**src/rtl/cpu_run_ctrl.sv**
```systemverilog
// ---------------------------------------------------------------------------
// cpu_run_ctrl
// Run controller for the cpu core. Sequences the core's active-high reset
// and drives its clock enable in one of three modes: free-run, run for a
// fixed number of enabled cycles, or single-step on rising edges of `step`.
// Counts enabled core cycles and records why the run ended.
//
// Ports:
//   clk          in   system clock, rising edge
//   rst          in   asynchronous active-low reset of this block
//   start        in   level; accepted only in IDLE or DONE
//   mode         in   00 free-run, 01 run-for-count, 10 single-step, 11 as 00
//   cycle_limit  in   enabled-cycle budget for run-for-count
//   step         in   single-step request (rising edge detected here)
//   stop         in   level; aborts RESET/RUN/STEP_WAIT/STEP
//   halt_in      in   halt indication from core; only seen while cpu_ce=1
//   cpu_rst      out  active-high reset to core
//   cpu_ce       out  clock enable to core
//   busy         out  high in RESET, RUN, STEP_WAIT, STEP
//   done         out  high in DONE
//   cycle_count  out  cpu_ce=1 cycles since last accepted start (saturating)
//   done_cause   out  00 none, 01 stop, 10 halt, 11 limit
// ---------------------------------------------------------------------------
module cpu_run_ctrl #(
   parameter int CNT_W        = 16,
   parameter int RESET_CYCLES = 2
) (
   input  logic             clk,
   input  logic             rst,
   input  logic             start,
   input  logic [1:0]       mode,
   input  logic [CNT_W-1:0] cycle_limit,
   input  logic             step,
   input  logic             stop,
   input  logic             halt_in,
   output logic             cpu_rst,
   output logic             cpu_ce,
   output logic             busy,
   output logic             done,
   output logic [CNT_W-1:0] cycle_count,
   output logic [1:0]       done_cause
);

   typedef enum logic [2:0] {
      S_IDLE,
      S_RESET,
      S_RUN,
      S_STEP_WAIT,
      S_STEP,
      S_DONE
   } state_t;

   localparam logic [1:0] MODE_FREE  = 2'b00;
   localparam logic [1:0] MODE_COUNT = 2'b01;
   localparam logic [1:0] MODE_STEP  = 2'b10;

   localparam logic [1:0] CAUSE_NONE  = 2'b00;
   localparam logic [1:0] CAUSE_STOP  = 2'b01;
   localparam logic [1:0] CAUSE_HALT  = 2'b10;
   localparam logic [1:0] CAUSE_LIMIT = 2'b11;

   localparam int              RC_W    = $clog2(RESET_CYCLES + 1);
   localparam logic [RC_W-1:0] RC_LOAD = RC_W'(RESET_CYCLES);
   localparam logic [RC_W-1:0] RC_ONE  = RC_W'(1);

   state_t             r_state;
   logic [1:0]         r_mode;
   logic [CNT_W-1:0]   r_limit;
   logic [CNT_W-1:0]   r_count;
   logic [1:0]         r_cause;
   logic [RC_W-1:0]    r_rst_cnt;
   logic               r_step_d;

   state_t             w_state_nxt;
   logic [1:0]         w_mode_nxt;
   logic [CNT_W-1:0]   w_limit_nxt;
   logic [CNT_W-1:0]   w_count_nxt;
   logic [1:0]         w_cause_nxt;
   logic [RC_W-1:0]    w_rst_cnt_nxt;

   logic               w_step_edge;
   logic [CNT_W-1:0]   w_count_inc;

   assign w_step_edge = step & ~r_step_d;

   // Saturating increment: once all-ones the count sticks.
   assign w_count_inc = (&r_count) ? r_count : r_count + CNT_W'(1);

   // NOTE: sequential state uses non-blocking assignments so every register
   // samples the pre-edge values of the others, independent of statement order.
   always_ff @(posedge clk or negedge rst) begin
      if (!rst) begin
         r_state   <= S_IDLE;
         r_mode    <= MODE_FREE;
         r_limit   <= '0;
         r_count   <= '0;
         r_cause   <= CAUSE_NONE;
         r_rst_cnt <= '0;
         r_step_d  <= 1'b0;
      end else begin
         r_state   <= w_state_nxt;
         r_mode    <= w_mode_nxt;
         r_limit   <= w_limit_nxt;
         r_count   <= w_count_nxt;
         r_cause   <= w_cause_nxt;
         r_rst_cnt <= w_rst_cnt_nxt;
         r_step_d  <= step;
      end
   end

   // NOTE: every signal written here gets a hold/default value first so no
   // path through the case leaves it unassigned (which would infer a latch).
   always_comb begin
      w_state_nxt   = r_state;
      w_mode_nxt    = r_mode;
      w_limit_nxt   = r_limit;
      w_count_nxt   = r_count;
      w_cause_nxt   = r_cause;
      w_rst_cnt_nxt = r_rst_cnt;

      unique case (r_state)
         S_IDLE, S_DONE: begin
            if (start) begin
               w_state_nxt   = S_RESET;
               // Mode 11 is folded into free-run at latch time.
               w_mode_nxt    = (mode == MODE_COUNT || mode == MODE_STEP) ? mode : MODE_FREE;
               w_limit_nxt   = cycle_limit;
               w_count_nxt   = '0;
               w_cause_nxt   = CAUSE_NONE;
               w_rst_cnt_nxt = RC_LOAD;
            end
         end

         S_RESET: begin
            if (stop) begin
               w_state_nxt = S_DONE;
               w_cause_nxt = CAUSE_STOP;
            end else if (r_rst_cnt == RC_ONE) begin
               if (r_mode == MODE_STEP) begin
                  w_state_nxt = S_STEP_WAIT;
               end else if (r_mode == MODE_COUNT && r_limit == '0) begin
                  // A zero budget ends the run without a single enabled cycle.
                  w_state_nxt = S_DONE;
                  w_cause_nxt = CAUSE_LIMIT;
               end else begin
                  w_state_nxt = S_RUN;
               end
            end else begin
               w_rst_cnt_nxt = r_rst_cnt - RC_ONE;
            end
         end

         S_RUN: begin
            // The cycle in which stop/halt is seen is itself an enabled cycle.
            w_count_nxt = w_count_inc;
            if (stop) begin
               w_state_nxt = S_DONE;
               w_cause_nxt = CAUSE_STOP;
            end else if (halt_in) begin
               w_state_nxt = S_DONE;
               w_cause_nxt = CAUSE_HALT;
            end else if (r_mode == MODE_COUNT && w_count_inc == r_limit) begin
               w_state_nxt = S_DONE;
               w_cause_nxt = CAUSE_LIMIT;
            end
         end

         S_STEP_WAIT: begin
            if (stop) begin
               w_state_nxt = S_DONE;
               w_cause_nxt = CAUSE_STOP;
            end else if (w_step_edge) begin
               w_state_nxt = S_STEP;
            end
         end

         S_STEP: begin
            // Always returns to STEP_WAIT; an edge arriving now is already
            // absorbed into r_step_d and cannot trigger a second step.
            w_count_nxt = w_count_inc;
            if (stop) begin
               w_state_nxt = S_DONE;
               w_cause_nxt = CAUSE_STOP;
            end else if (halt_in) begin
               w_state_nxt = S_DONE;
               w_cause_nxt = CAUSE_HALT;
            end else begin
               w_state_nxt = S_STEP_WAIT;
            end
         end

         default: begin
            w_state_nxt = S_IDLE;
         end
      endcase
   end

   // Outputs depend on registered state only.
   assign cpu_rst     = (r_state == S_IDLE) || (r_state == S_RESET);
   assign cpu_ce      = (r_state == S_RUN)  || (r_state == S_STEP);
   assign busy        = (r_state == S_RESET) || (r_state == S_RUN) ||
                        (r_state == S_STEP_WAIT) || (r_state == S_STEP);
   assign done        = (r_state == S_DONE);
   assign cycle_count = r_count;
   assign done_cause  = r_cause;

endmodule

```
**config.mk**
```make
export PLATFORM = sky130hd
export DESIGN_NAME = cpu_run_ctrl
export DESIGN_NICKNAME = d
export VERILOG_FILES = /design/src/rtl/cpu_run_ctrl.sv
export SDC_FILE = /design/constraint.sdc
export NUM_CORES = 1
export LEC_CHECK = 0
export ABC_AREA = 0
export BUFFER_PORTS_ARGS = -buffer_cell sky130_fd_sc_hd__buf_4
export CAP_MARGIN = 0
export CELL_PAD_IN_SITES_DETAIL_PLACEMENT = 2
export CELL_PAD_IN_SITES_GLOBAL_PLACEMENT = 2
export CORE_MARGIN = 1
export CORE_UTILIZATION = 38
export DETAILED_ROUTE_END_ITERATION = 16
export PLACE_DENSITY_LB_ADDON = 0.1
export SLEW_MARGIN = 5
export SYNTH_ARGS = -nofsm -noshare
export SYNTH_HDL_FRONTEND = slang
export SYNTH_SLANG_ARGS = --single-unit
export TNS_END_PERCENT = 5
```
**constraint.sdc**
```tcl
create_clock -name clk -period 8.35 [get_ports clk]
set_input_delay 0.4175 -clock clk [delete_from_list [all_inputs] [get_ports clk]]
set_output_delay 0.4175 -clock clk [all_outputs]
set_load 0.005 [all_outputs]
```
Yosys cells after proc, flatten, opt, wreduce, memory -nomap -nowiden
Cells that the tools add are included.
{"block": "totals", "reg_bits": 42, "output_inout_bits": 22, "elab_cells": 86}
{"block": "op_classes", "addsub": 2, "n_eq_ne": 21, "muxes": 33, "bitwise": 2, "reduce_logical": 21}
{"op": "3-bit 2-to-1 mux", "count": 12}
{"op": "16-bit 2-to-1 mux", "count": 2}
{"op": "16-bit one-hot mux with 2 select lines", "count": 1}
{"op": "2-bit 2-to-1 mux", "count": 15}
{"op": "16-bit by 1-bit adder with 16-bit output, second input constant", "count": 1}
{"op": "16-bit equality test", "count": 1}
{"op": "16-bit logical NOT", "count": 1}
{"op": "16-bit AND reduction", "count": 1}
{"op": "3-bit inequality test, second input constant", "count": 5}
{"op": "3-bit one-hot mux with 5 select lines", "count": 1}
{"op": "2-bit one-hot mux with 5 select lines", "count": 1}
{"op": "2-bit inequality test, second input constant", "count": 4}
{"op": "4-bit AND reduction", "count": 2}
{"op": "8-bit AND reduction", "count": 1}
{"op": "2-bit by 1-bit equality test with 1-bit output, second input constant", "count": 3}
{"op": "3-bit by 2-bit equality test with 1-bit output, second input constant", "count": 2}
{"op": "3-bit equality test, second input constant", "count": 2}
{"op": "1-bit logical OR", "count": 6}
{"op": "5-bit nonzero test", "count": 1}
{"op": "2-bit equality test, second input constant", "count": 2}
{"op": "4-bit inequality test, second input constant", "count": 1}
{"op": "2-bit one-hot mux with 2 select lines", "count": 1}
{"op": "2-bit AND reduction", "count": 2}
{"op": "2-bit nonzero test", "count": 2}
{"op": "7 further kinds", "count": 9}

Depth between registers and ports, before layout
Gate-level depths: netlist of the first run.
{"block": "depth", "ltp_word": 8, "ltp_mapped": 10, "ltp_nobuf": 9}

Worst setup path before layout of the first run
No wires, ideal clock.
{"block": "synth_path", "kind": "register to register", "start": "register r_count[0] (netlist: cycle_count[0])", "end": "register r_cause[0] (netlist: done_cause[0])", "setup_ns": 0.128, "t_arrival_ns": 2.689, "required_time_ns": 8.222, "slack_ns": 5.533, "stages_incl_launch_ff": 10, "path_buffers": 0, "cell_sequence": "dfrtp_1 ha_1 nand3_2 nor4_1 mux2i_1 xnor2_1 a21oi_1 nand4_1 o41ai_2 mux2_1"}
{"block": "synth_between", "elab_chain_len": 6, "word_cells_on_any_way": 7, "cone_classes": "add/sub: 1; eq/ne: 2; mux: 1; reduce/logical: 3"}
{"item": "start: declaration", "line_no": "69", "source": "logic [CNT_W-1:0] r_count;"}
{"item": "start signal: assignment", "line_no": "104", "source": "r_count <= w_count_nxt;"}
{"item": "16-bit by 1-bit adder with 16-bit output or 16-bit AND reduction (tied branches)", "line_no": "87", "source": "assign w_count_inc = (&r_count) ? r_count : r_count + CNT_W'(1);"}
{"item": "16-bit 2-to-1 mux (*)", "line_no": "87"}
{"item": "16-bit equality test (*)", "line_no": "162", "source": "end else if (r_mode == MODE_COUNT && w_count_inc == r_limit) begin"}
{"item": "1-bit logical AND (*)", "line_no": "162"}
{"item": "4-bit inequality test (no line) (*)"}
{"item": "8-bit AND reduction (no line) (*)"}
{"item": "end signal: assignment", "line_no": "105", "source": "r_cause <= w_cause_nxt;"}
{"item": "end: declaration", "line_no": "70", "source": "logic [1:0] r_cause;"}
Every way passes the cells marked *; elsewhere a longest branch is shown, timed or not.
A chain may end at the register's enable or synchronous reset.

Final worst setup path of the first run
{"block": "layout_path", "start": "register r_count[1] (netlist: cycle_count[1])", "end": "register r_cause[1] (netlist: done_cause[1])"}
Same word-level chain as after synthesis.

==> impl_metrics.yaml, run 1 <==
final_layout:
  layout_common_cells: "buf_4, dfrtp_1, nand2_1, o21ai_0, a21oi_1"
  syn2layout_area_growth_pct: 17.1
  regArea_mm2: 0.00105
  most_common_library_cell_in_the_layout_ignoring_fill_and_taps: "buf_4"
  multi_input_logic_area_mm2: 0.00172
  n_antenna_cell: 0
  drive_above_1_share: 0.246
  fill_cells: 803
  final_net_count: 378
logic_synthesis:
  synth.yosys.warnings: 0
  syn_inst: 318
  postSynth.asyncResetShare: 1.00
  post_synth_mux_area_share: 0.0871
  area_of_the_mapped_netlist_mm2: 0.00290
  synth_compound_area_frac: 0.188
  post_synth_main_area_contributors: "dfrtp_1, mux2_2, nand2_1"
  yosysSeqAreaShare: 0.362
  post_synth_and_or_nand_nor_area_fraction: 0.238
  fraction_of_the_mapped_netlist_area_in_adder_cells: 0.00862
  syn_nets: 344
  ys_seq_elements: 42
  main_combinational_cell_family_by_area_after_synthesis: "simple AND/OR/NAND/NOR gates"
  distinct_cell_type_count_after_synthesis: 63
  synth-edff-count: 0
  synthesis.area_per_instance_um2: 9.12
  netlist.top_cell.by_area: "dfrtp_1"
  commonest_register_cell_after_synthesis: "dfrtp_1"
  synth_xor_area_frac: 0.0681
  synth_top_cell_area_share: 0.362
timing:
  worst_slew_pin_slew_ns: 0.767
  maxSlewHeadroom: 0.486
  final-setup-viol-count: 0
  post-route-worst-setup-slack_ns: 4.94
  rsz0062_at_grt: "false"
  clock-skew-final_ns: 0.0106
  period_share: 0.409
  tns_ns: 0
  finalWorstPathRequiredPeriod_ns: 3.41
  max_clock_freq_mhz: 293
  report.final.hold_viol_count: 0
  timing_max_transition_violations_final: 0
drt:
  routedWlPerCell_um: 21.6
  route.final.wire_length_um: 9770
  drtIter0Drc: 116
  num_vias: 2698
  drtAntennaViolNets: 0
  post_drt_via_cell_ratio: 5.97
  dr_pass1_iterations: 4
  drcViolationCount: 0
clocking:
  clock_latency_on_the_worst_skew_pair_ns: 0.30
  cts-resized-gates: 0
  cts_tree: "done"
  max-clock-path-buffers: 2
  post_cts_hold_buffer_count: 0
  clockRootBuffer: "clkbuf_8"
  cts_setup_buffers: 0
  cts_inserted_buffers: 5
  cts_max_level: 2
  clkSinkCount: 42
  clk_transition_reported_paths_ns: 0.09
power_and_ir_drop:
  peakVddDrop_mv: 0.138
  power.density_cell_area_mw_per_mm2: 293
  power_mw: 0.995
  power.static_leakage_nw: 1.41
setup_path:
  critical_path.n_buffers_inverters: 0
  worstPathArrival_ns: 3.60
  timing.reg2reg.setup_slack_ns: 4.94
  r2r_start: "cycle_count[1]"
  crit_path_top_delay_cell: "nor4_1"
  timing_worst_setup_path_type: "reg -> reg"
  cp-start-kind: "flop"
  crit_path_end_kind: "flop"
  worstRegToRegCells: 9
  critPathMaxFanout: 9
  crit_required_ns: 8.54
  cp_slowest_stage_delay_ns: 0.57
  r2r_end: "done_cause[1]"
  critical-path-top-delay-family: "simple AND/OR/NAND/NOR gates"
  cell_chain_of_the_critical_path: "ha_1 -> nand3_2 -> nor4_1 -> mux2i_1 -> xnor2_1 -> a21oi_1 -> nand4_1 -> o41ai_2 -> mux2_1"
worst_hold_path:
  min_path_type: "in -> async"
grt:
  grt_first_pass_wirelength_um: 15700
  grt_use_total: 0.262
  antenna_violations_before_repair: 0
  overflow: 0
  first_global_vias: 2849
  grt_max_degree: 43
run_status:
  run_status: "completed"
die:
  placementRows: 31
  die-height_um: 89.4
  floorplan.initialDensity: 0.396
  die_area_mm2: 0.00799
  floorplan.io_pins: 46
  fp.dieW_um: 89.4
  floorplan.core_area_mm2: 0.00733
job:
  maxCapViolations: 0
placed_design:
  dpl.hpwl_um: 7080
  globalplace.congestion: 0.811
  io_buffer_count: 45
  pre_cts_setup_slack_ns: 5.05
==> area by class of cell <==
class | count | share of cell area
Clock inverter | 2 | 0.0110
Timing Repair Buffer | 47 | 0.104
Multi-Input combinational cell | 245 | 0.506
Inverter | 11 | 0.0122
Clock buffer | 6 | 0.0214
Sequential cell | 42 | 0.309
Tap cell | 99 | 0.0365
==> sequential cells by signal, indices dropped and copies added (netlist names) <==
register	flops
cycle_count	16
done_cause	2
r_limit	16
r_mode	2
r_rst_cnt	2
r_state	3
r_step_d	1
==> where the power goes <==
part / total (mW) / leakage, nW / internal (mW) / switching, mW
sequential: 0.371 / 0.532 / 0.267 / 0.103
clock: 0.168 / 0.0514 / 0.0894 / 0.0788
combinational: 0.456 / 0.822 / 0.217 / 0.240
total: 0.995 / 1.41 / 0.573 / 0.422
==> worst reg2reg max path: cells and delay by family (launching register included) <==
family | cells | cell delay, ns
AOI/OAI and AO/OA | 2 | 0.65
adders and majority gates | 1 | 0.35
DFF | 1 | 0.49
muxes | 2 | 0.67
and+or+nand+nor | 3 | 1.04
xor gates and xnor gates | 1 | 0.10
==> metrics by stage <==
step	hold slack, ns	instance area, um^2	instances	utilization
floorplan	0.122	2900	318	-
global placement	0.450	3290	444	0.448
detailed placement	0.462	3290	444	0.448
CTS	0.129	3400	452	0.463
global route	0.138	3400	452	0.463
finish	0.105	3400	452	0.463
==> layer usage <==
metal,global-route usage,vias to the layer above,part of all wire
met5,0,-,0
met4,0.0664,0,0.017
met3,0.0323,14,0.031
met2,0.437,61,0.48
met1,0.359,1372,0.47
li1,-,1251,-
==> worst max-delay path by stage <==
| stage | endpoint | from | slack, ns | cells past startpoint |
|---|---|---|---|---|
| 4_1_cts | cpu_ce | r_state[1] | 4.96 | 6 |
| 2_1_floorplan | done_cause[0] | cycle_count[0] | 5.53 | 9 |
| 5_1_grt | cpu_ce | r_state[1] | 4.70 | 6 |
| 3_5_place_dp | done_cause[1] | cycle_count[0] | 5.05 | 9 |
| 3_3_place_gp | done_cause[0] | cycle_count[0] | 5.11 | 9 |
| 6_report | done_cause[1] | cycle_count[1] | 4.94 | 9 |
==> logic make-up after synthesis <==
kind of cell               count (synthesis)
adders and majority gates                  2
xor gates and xnor gates                  21
DFF                                       42
AOI/OAI and AO/OA                         80
buffers and inverters                     31
muxes                                     23
and+or+nand+nor                          119
==> Yosys cell counts, types with 5 or more instances <==
cell	count
nor3_1	9
dfrtp_1	42
and3_1	5
mux2i_1	5
nor2_1	20
xor2_1	6
o31ai_1	5
a21oi_1	21
and4_1	5
xnor2_1	14
nor4_1	10
nand3_1	6
nand4_1	7
buf_2	7
nand2_1	33
clkbuf_1	8
mux2_2	16
inv_1	10
o21ai_0	22
Note: power is estimated with default switching activity, not from simulation.
==> run 2: changes to the inputs <==
- ABC_AREA: 0 -> 1
- CORE_UTILIZATION: 38 -> 31
- clock period: 8.35 -> 3.45 ns (I/O delays scaled with it)
==> run 2 against run 1 <==
  * Fmax increased by 33%
  * Clock skew decreased by 0.00069 ns
  * Setup slack got worse by 4.1 ns
  * Design area decreased by 5.2%
  * First-iteration DRC count decreased by 44%
  * Combinational power increased by 130%
  * Largest power group unchanged
  * Highest routed layer unchanged
==> impl_metrics.yaml, run 2 <==
final_layout:
  fill_cells: 1043
  stdcell_area_mm2: 0.00322
  final_cells: 546
  drive_above_1_share: 0.168
  syn2layout_area_growth_pct: 20.7
  final_net_count: 466
  layout_common_cells: "nand2_1, inv_1, buf_4, dfrtp_1, nand3_1"
  most_common_library_cell_in_the_layout_ignoring_fill_and_taps: "nand2_1"
  final_core_utilization: 0.390
  n_antenna_cell: 0
clocking:
  clockRootBuffer: "clkbuf_8"
  cts_max_level: 2
  cts_inserted_buffers: 5
  max-clock-path-buffers: 2
  clock_latency_on_the_worst_skew_pair_ns: 0.31
  clk_transition_reported_paths_ns: 0.09
  cts-resized-gates: 0
  clkSinkCount: 42
  cts_tree: "done"
drt:
  post_drt_via_cell_ratio: 4.97
  drtIter0Drc: 65
  drcViolationCount: 0
  routedWlPerCell_um: 16.9
  num_vias: 2713
  dr_pass1_iterations: 4
  drtAntennaViolNets: 0
  route.final.wire_length_um: 9230
timing:
  tns_ns: 0
  period_share: 0.747
  worst_slew_pin_slew_ns: 0.591
  rsz0062_at_grt: "false"
  finalWorstPathRequiredPeriod_ns: 2.58
  max_clock_freq_mhz: 388
  final-setup-viol-count: 0
  maxSlewHeadroom: 0.606
  report.final.hold_viol_count: 0
  clock-skew-final_ns: 0.00991
  timing_max_transition_violations_final: 0
power_and_ir_drop:
  peakVddDrop_mv: 0.286
  power.density_cell_area_mw_per_mm2: 676
  power.static_leakage_nw: 1.63
setup_path:
  timing_worst_setup_path_type: "reg -> reg"
  worstPathArrival_ns: 2.77
  critical_path.n_buffers_inverters: 2
  cell_count_along_the_critical_path: 18
  crit_path_top_delay_cell: "dfrtp_1"
  crit_path_end_kind: "flop"
  critPathMaxFanout: 21
  critical-path-top-delay-family: "simple AND/OR/NAND/NOR gates"
  path_common_cell: "nand2_1"
  timing.reg2reg.setup_slack_ns: 0.87
  r2r_end: "done_cause[0]"
  r2r_start: "cycle_count[0]"
  cell_chain_of_the_critical_path: "ha_1 -> inv_2 -> nor2_4 -> nand2_2 -> clkinv_2 -> nand2_4 -> nand2_1 -> nand2_1 -> nand2_1 -> nand3_1 -> nor2_1 -> nand2_1 -> nor2_2 -> nand2_2 -> nand2_4 -> nand3_1 -> nand2_1 -> nand2_1"
  worstRegToRegCells: 18
  crit_required_ns: 3.65
  cp_slowest_stage_delay_ns: 0.49
  cp-start-kind: "flop"
die:
  floorplan.initialDensity: 0.323
  floorplan.core_area_mm2: 0.00826
  floorplan.io_pins: 46
  fp.dieW_um: 94.8
  die_area_mm2: 0.00898
  placementRows: 33
  die-height_um: 94.8
worst_hold_path:
  worst_min_path_start: "mode[0]"
  min_path_type: "in -> reg"
  whs_endpoint: "r_mode[1]"
  timing.hold.worst_path_depth: 2
placed_design:
  placedCellCount: 536
  postPlaceCellArea_mm2: 0.00311
  globalplace.congestion: 0.907
  dpl.hpwl_um: 7460
  io_buffer_count: 45
grt:
  overflow: 0
  grt_max_degree: 43
  first_global_vias: 2993
  antenna_violations_before_repair: 0
  grt_first_pass_wirelength_um: 15100
  grt_use_total: 0.223
logic_synthesis:
  synth.yosys.warnings: 0
  synth_top_cell_area_share: 0.394
  yosysSeqAreaShare: 0.394
  commonest_register_cell_after_synthesis: "dfrtp_1"
  syn_inst: 393
  synth-edff-count: 0
  postSynth.asyncResetShare: 1.00
  area_of_the_mapped_netlist_mm2: 0.00267
  post_synth_most_frequent_cells: "nand2_1, inv_1, dfrtp_1"
  synthMostInstantiatedCell: "nand2_1"
  distinct_cell_type_count_after_synthesis: 27
  ys_seq_elements: 42
  syn_nets: 419
  post_synth_main_area_contributors: "dfrtp_1, nand2_1, nand3_1"
  netlist.top_cell.by_area: "dfrtp_1"
  synthesis.area_per_instance_um2: 6.79
run_status:
  run_status: "completed"
job:
  maxCapViolations: 0
run 2: cell count changes in the layout (fill, tap and decap cells not counted), moves of 7 or more:
cell / delta
inv_1: +39
mux2_2: -16
o21ai_0: +7
xnor2_1: -14
nand2_1: +105
a21oi_1: -18
nor4_1: -7
nand3_1: +32
run 2: final cells by class:
type	instances	area [um^2]	area share
Multi-Input combinational cell	287	1370	0.424
Timing Repair Buffer	49	373	0.116
Clock buffer	7	86.3	0.0268
Clock inverter	1	5.00	0.00155
Inverter	55	208	0.0645
Tap cell	105	131	0.0408
Sequential cell	42	1050	0.326
run 2: worst max-delay path by stage:
stage	start	end
CTS	cycle_count[0]	done_cause[0]
global placement	cycle_count[0]	r_state[1]
finish	cycle_count[0]	done_cause[0]
detailed placement	cycle_count[0]	done_cause[0]
floorplan	cycle_count[0]	done_cause[0]
global route	cycle_count[0]	done_cause[0]
run 2: timing repair:
action / 4_1_cts / 5_1_grt
hold buffers: 2 / 0
setup buffers: 0 / 0
hold endpoints to repair: 43 / 0
run 2: logic make-up after synthesis:
kind of cell | after synthesis | synth area share
and+or+nand+nor | 238 | 0.398
adders and majority gates | 2 | 0.00937
AOI/OAI and AO/OA | 41 | 0.0849
buffers and inverters | 64 | 0.0942
DFF | 42 | 0.394
xor gates and xnor gates | 6 | 0.0197
run 2: power breakdown:
part           switching [mW]  internal (mW)
Clock                   0.187          0.162
Sequential              0.139          0.650
Combinational           0.676          0.365
run 2: worst register-to-register path: stages, from the launching register on:
cell	delay (ns)
dfrtp_1	0.49
ha_1	0.32
inv_2	0.08
nor2_4	0.16
nand2_2	0.10
clkinv_2	0.08
nand2_4	0.16
nand2_1	0.15
nand2_1	0.09
nand2_1	0.07
nand3_1	0.07
nor2_1	0.09
nand2_1	0.07
nor2_2	0.10
nand2_2	0.08
nand2_4	0.09
nand3_1	0.10
nand2_1	0.10
nand2_1	0.05
run 2: stage by stage:
| stage | setup WS (ns) | power [mW] | hold slack [ns] |
|---|---|---|---|
| floorplan | 1.37 | 1.44 | -0.123 |
| global placement | 0.909 | 1.80 | 0.217 |
| detailed placement | 0.844 | 1.85 | 0.225 |
| CTS | 0.834 | 2.22 | 0.0424 |
| global route | 0.569 | 2.37 | 0.0573 |
| finish | 0.873 | 2.18 | 0.0481 |
run 2: metal layers:
metal,wire [um],global-route usage
met1,4200,0.278
met4,92,0.0480
met2,4720,0.405
met5,0,0
met3,226,0.0298
